$ cat src/rtl/tcm_port_arb.sv
// Two-requester arbiter sharing one TCM RAM port between the CPU data path (port 0) and AXI/DMA (port 1).
// Define TCM_ARB_RR_EN for round-robin arbitration; otherwise fixed priority to port 0 with an anti-starvation counter.
module tcm_port_arb #(
    parameter int STARVE_LIMIT = 4
) (
    input  logic        clk_i,
    input  logic        rst_i,
    input  logic        req0_valid_i,
    input  logic [12:0] req0_addr_i,
    input  logic [63:0] req0_data_i,
    input  logic [7:0]  req0_wr_i,
    output logic        req0_accept_o,
    output logic        resp0_valid_o,
    output logic [63:0] resp0_data_o,
    input  logic        req1_valid_i,
    input  logic [12:0] req1_addr_i,
    input  logic [63:0] req1_data_i,
    input  logic [7:0]  req1_wr_i,
    output logic        req1_accept_o,
    output logic        resp1_valid_o,
    output logic [63:0] resp1_data_o,
    output logic [12:0] ram_addr_o,
    output logic [63:0] ram_data_o,
    output logic [7:0]  ram_wr_o,
    input  logic [63:0] ram_data_i
);

    if (STARVE_LIMIT < 1 || STARVE_LIMIT > 15) begin : g_limit_check
        $error("tcm_port_arb: STARVE_LIMIT must be in 1..15");
    end

    logic grant0;
    logic grant1;
    logic pending_q, pending_d;
    logic owner_q, owner_d;

`ifdef TCM_ARB_RR_EN
    logic last_q, last_d;

    // Under contention the port that did not win the previous grant goes first.
    always_comb begin
        grant1 = req1_valid_i && (!req0_valid_i || !last_q);
        grant0 = req0_valid_i && !grant1;
        last_d = last_q;
        if (grant0) begin
            last_d = 1'b0;
        end else if (grant1) begin
            last_d = 1'b1;
        end
    end

    always_ff @(posedge clk_i or posedge rst_i) begin
        if (rst_i) begin
            last_q <= 1'b1;
        end else begin
            last_q <= last_d;
        end
    end
`else
    logic [3:0] starve_q, starve_d;

    // Port 0 wins contests until port 1 has lost STARVE_LIMIT in a row.
    always_comb begin
        grant1   = req1_valid_i && (!req0_valid_i || (starve_q == 4'(STARVE_LIMIT)));
        grant0   = req0_valid_i && !grant1;
        starve_d = starve_q;
        if (grant1) begin
            starve_d = 4'd0;
        end else if (req1_valid_i) begin
            starve_d = starve_q + 4'd1;
        end
    end

    always_ff @(posedge clk_i or posedge rst_i) begin
        if (rst_i) begin
            starve_q <= 4'd0;
        end else begin
            starve_q <= starve_d;
        end
    end
`endif

    always_comb begin
        req0_accept_o = grant0;
        req1_accept_o = grant1;
        ram_addr_o    = 13'd0;
        ram_data_o    = 64'd0;
        ram_wr_o      = 8'd0;
        if (grant1) begin
            ram_addr_o = req1_addr_i;
            ram_data_o = req1_data_i;
            ram_wr_o   = req1_wr_i;
        end else if (grant0) begin
            ram_addr_o = req0_addr_i;
            ram_data_o = req0_data_i;
            ram_wr_o   = req0_wr_i;
        end
        pending_d = grant0 || grant1;
        owner_d   = grant1;
    end

    always_ff @(posedge clk_i or posedge rst_i) begin
        if (rst_i) begin
            pending_q <= 1'b0;
            owner_q   <= 1'b0;
        end else begin
            pending_q <= pending_d;
            owner_q   <= owner_d;
        end
    end

    // RAM read data is returned one cycle after the grant to whichever port owned it.
    always_comb begin
        resp0_valid_o = pending_q && !owner_q;
        resp1_valid_o = pending_q && owner_q;
        resp0_data_o  = resp0_valid_o ? ram_data_i : 64'd0;
        resp1_data_o  = resp1_valid_o ? ram_data_i : 64'd0;
    end

endmodule

$ cat config.mk
export PLATFORM = sky130hd
export DESIGN_NAME = tcm_port_arb
export DESIGN_NICKNAME = d
export VERILOG_FILES = /design/src/rtl/tcm_port_arb.sv
export SDC_FILE = /design/constraint.sdc
export NUM_CORES = 1
export LEC_CHECK = 0
export ABC_AREA = 1
export ABC_CLOCK_PERIOD_IN_PS = 1800
export CAP_MARGIN = 20
export CELL_PAD_IN_SITES_DETAIL_PLACEMENT = 0
export CELL_PAD_IN_SITES_GLOBAL_PLACEMENT = 1
export CORE_AREA = 3 3 175 177
export DETAILED_ROUTE_END_ITERATION = 12
export DIE_AREA = 0 0 178 180
export PLACE_DENSITY_LB_ADDON = 0.1
export SKIP_CTS_REPAIR_TIMING = 1
export SLEW_MARGIN = 20
export SYNTH_ARGS = -nofsm -noshare
export SYNTH_HDL_FRONTEND = slang
export SYNTH_SLANG_ARGS = --single-unit
$ cat constraint.sdc
create_clock -name clk_i -period 1.8 [get_ports clk_i]
set_input_delay 0.36 -clock clk_i [delete_from_list [all_inputs] [get_ports clk_i]]
set_output_delay 0.36 -clock clk_i [all_outputs]
set_load 0.02 [all_outputs]
==> results.json <==
{
  "status": "complete, but fails checks",
  "violations": "negative setup slack",
  "cts_buffer_depth": 2,
  "route.met2.wl_um": 12100,
  "grt_usage": 0.121,
  "initial_core_util": 0.0778,
  "routedWlPerCell_um": 16.3,
  "grt_pass1_vias": 5098,
  "root_buffer": "clkbuf_16",
  "num_rows": 63,
  "rrSetupSlack_ns": 0.24,
  "worst_slack_ns": -0.359,
  "drv_cap": 0,
  "rsz0062_at_grt": "true",
  "place_congestion": 0.735,
  "place_hpwl_um": 17500,
  "tightest_slew_ns": 0.281,
  "hold_ws_ns": 0.359,
  "reg2regPathDepth": 8,
  "antenna_found_initial": 3,
  "num_vias": 4997,
  "synth_nets": 768,
  "syn_area_mm2": 0.00229,
  "drive_gt1_frac": 0.263,
  "layout_common_cells": "236 x clkdlybuf4s50_1, 130 x nor2_1, 115 x nand2_1, 91 x dlymetal6s2s_1, 87 x nand3_1",
  "clk-insertion-delay-late_ns": 0.23,
  "portBuffers": 454,
  "synth.distinct_cells": 15,
  "worstPathMaxFanout": 6,
  "grt_max_degree": 50,
  "yosys_warnings": 0,
  "die_area_mm2": 0.0320,
  "wl_met3_um": 2670,
  "peakVddDrop_mv": 0.258,
  "fill_cells": 3298,
  "yosysSeqAreaShare": 0.0656,
  "coreArea_mm2": 0.0294,
  "fin_crit_sh": 1.20,
  "cp.required_ns": 1.44,
  "die_y_um": 180,
  "postSynthAreaPerCell_um2": 4.33,
  "yosys-top-cells-area": "nand2_1 30%, nor2_1 22%, nand3_1 19%, inv_1 12%, dfrtp_1 6.6%",
  "yosys.area.top_type": "nand2_1",
  "timing.fmax_mhz": 463,
  "fin_setup_tns_ns": -24.79,
  "final-hold-violation-count": 0,
  "power.density_mw_per_mm2": 420,
  "fin_skew_ns": 0.00109,
  "io_pins": 455,
  "maxSlewHeadroom": 0.812,
  "final_util": 0.280,
  "cp-start-kind": "register",
  "grt_overflow": 0,
  "vias_per_cell": 3.59,
  "grt_pass1_wl_um": 30300,
  "cts_tree": "done",
  "final_common_cell": "clkdlybuf4s50_1",
  "slew_viol_final": 0,
  "area_growth_pct": 260,
  "synth-seq-cells": 6,
  "cp-end-kind": "output pin",
  "highest-signal-layer": "met5",
  "critPathKind": "register to output pin",
  "wirelength_met1_um": 7690,
  "path_clk_slew_ns": 0.03,
  "h-tree-depth": 1,
  "drt-initial-drc-count": 81,
  "critical_path_arrival_ns": 1.80,
  "routed_wl_um": 22600,
  "power_leakage_nw": 5.40,
  "synth_top_cell_area_share": 0.299,
  "r2r-end": "starve_q[3]",
  "nNetsFinal": 1244,
  "min_period_ns": 2.16,
  "setup_viol": 87,
  "cts_sinks": 6,
  "drcViolationCount": 0,
  "syn_inst": 528,
  "die_x_um": 178,
  "cts_inserted_buffers": 3,
  "postRouteAntennaNets": 0,
  "r2r-start": "starve_q[1]",
  "hold_path.class": "input pin to async pin",
  "drtPass1Iterations": 4
}
area by class of cell:
| class | instances | area [µm²] | area share |
|---|---|---|---|
| Timing Repair Buffer | 512 | 5260 | 0.638 |
| Multi-Input combinational cell | 407 | 1990 | 0.241 |
| Tap cell | 390 | 488 | 0.0592 |
| Inverter | 74 | 278 | 0.0337 |
| Sequential cell | 6 | 150 | 0.0182 |
| Clock buffer | 3 | 75.1 | 0.00911 |
| Antenna cell | 1 | 2.50 | 0.000304 |
layer usage:
layer	vias up	global-route usage
li1	2521	-
met1	2192	0.112
met2	270	0.245
met3	10	0.0562
met4	4	0.0101
met5	-	0
synthesized netlist by cell type (all sizes together):
library cell and n:
dfrtp 6, nor2 132, inv 74, a21oi 1, xnor2 1, xor2 1, clkbuf 20, ha 2
nand3 88, buf 21, nand2 182
flip-flops by register name, summed over array words and instances (netlist names):
name and cells:
starve_q 4, pending_q 1, owner_q 1
power breakdown:
group / internal, mW / switching (mW) / total (mW)
clock: 0.285 / 0.0745 / 0.360
sequential: 0.161 / 0.0211 / 0.182
combinational: 1.47 / 1.45 / 2.92
total: 1.91 / 1.54 / 3.46
through the flow:
stage               worst slack (ns)  instance area, µm²  total power, mW  cells
CTS                           -0.981                7690             3.34   1373
global placement              -0.849                7610             2.99   1370
global route                  -0.446                8240             3.71   1393
floorplan                     0.0215                2340             1.31    528
finish                        -0.359                8240             3.46   1393
detailed placement            -0.833                7610             2.96   1370
worst max-delay path, stage by stage (launching register included):
cell and delay (ns):
dfrtp_1 0.39, inv_2 0.07, ha_4 0.13, nand3_4 0.07
a21oi_4 0.27, buf_12 0.16, clkbuf_16 0.15, buf_8 0.10
nand2_2 0.04, nand2_2 0.06, buf_6 0.12
cell families after synthesis:
family / share of synthesized area
buffers and inverters: 0.204
AND/OR/NAND/NOR: 0.708
AO/OA/AOI/OAI: 0.00383
flip-flops: 0.0656
XOR/XNOR: 0.00766
adder cells (fa/ha/maj): 0.0109
worst max path at each step:
stage | from | end | slack [ns] | depth (start not counted)
3_5_place_dp | req1_valid_i | ram_data_o[63] | -0.83 | 7
5_1_grt | starve_q[0] | ram_addr_o[9] | -0.45 | 10
3_3_place_gp | req1_valid_i | ram_data_o[63] | -0.85 | 7
4_1_cts | starve_q[0] | ram_data_o[63] | -0.98 | 8
6_report | starve_q[1] | ram_data_o[56] | -0.36 | 10
2_1_floorplan | starve_q[0] | ram_addr_o[0] | 0.02 | 8
Note: power is estimated with default switching activity, not from simulation.
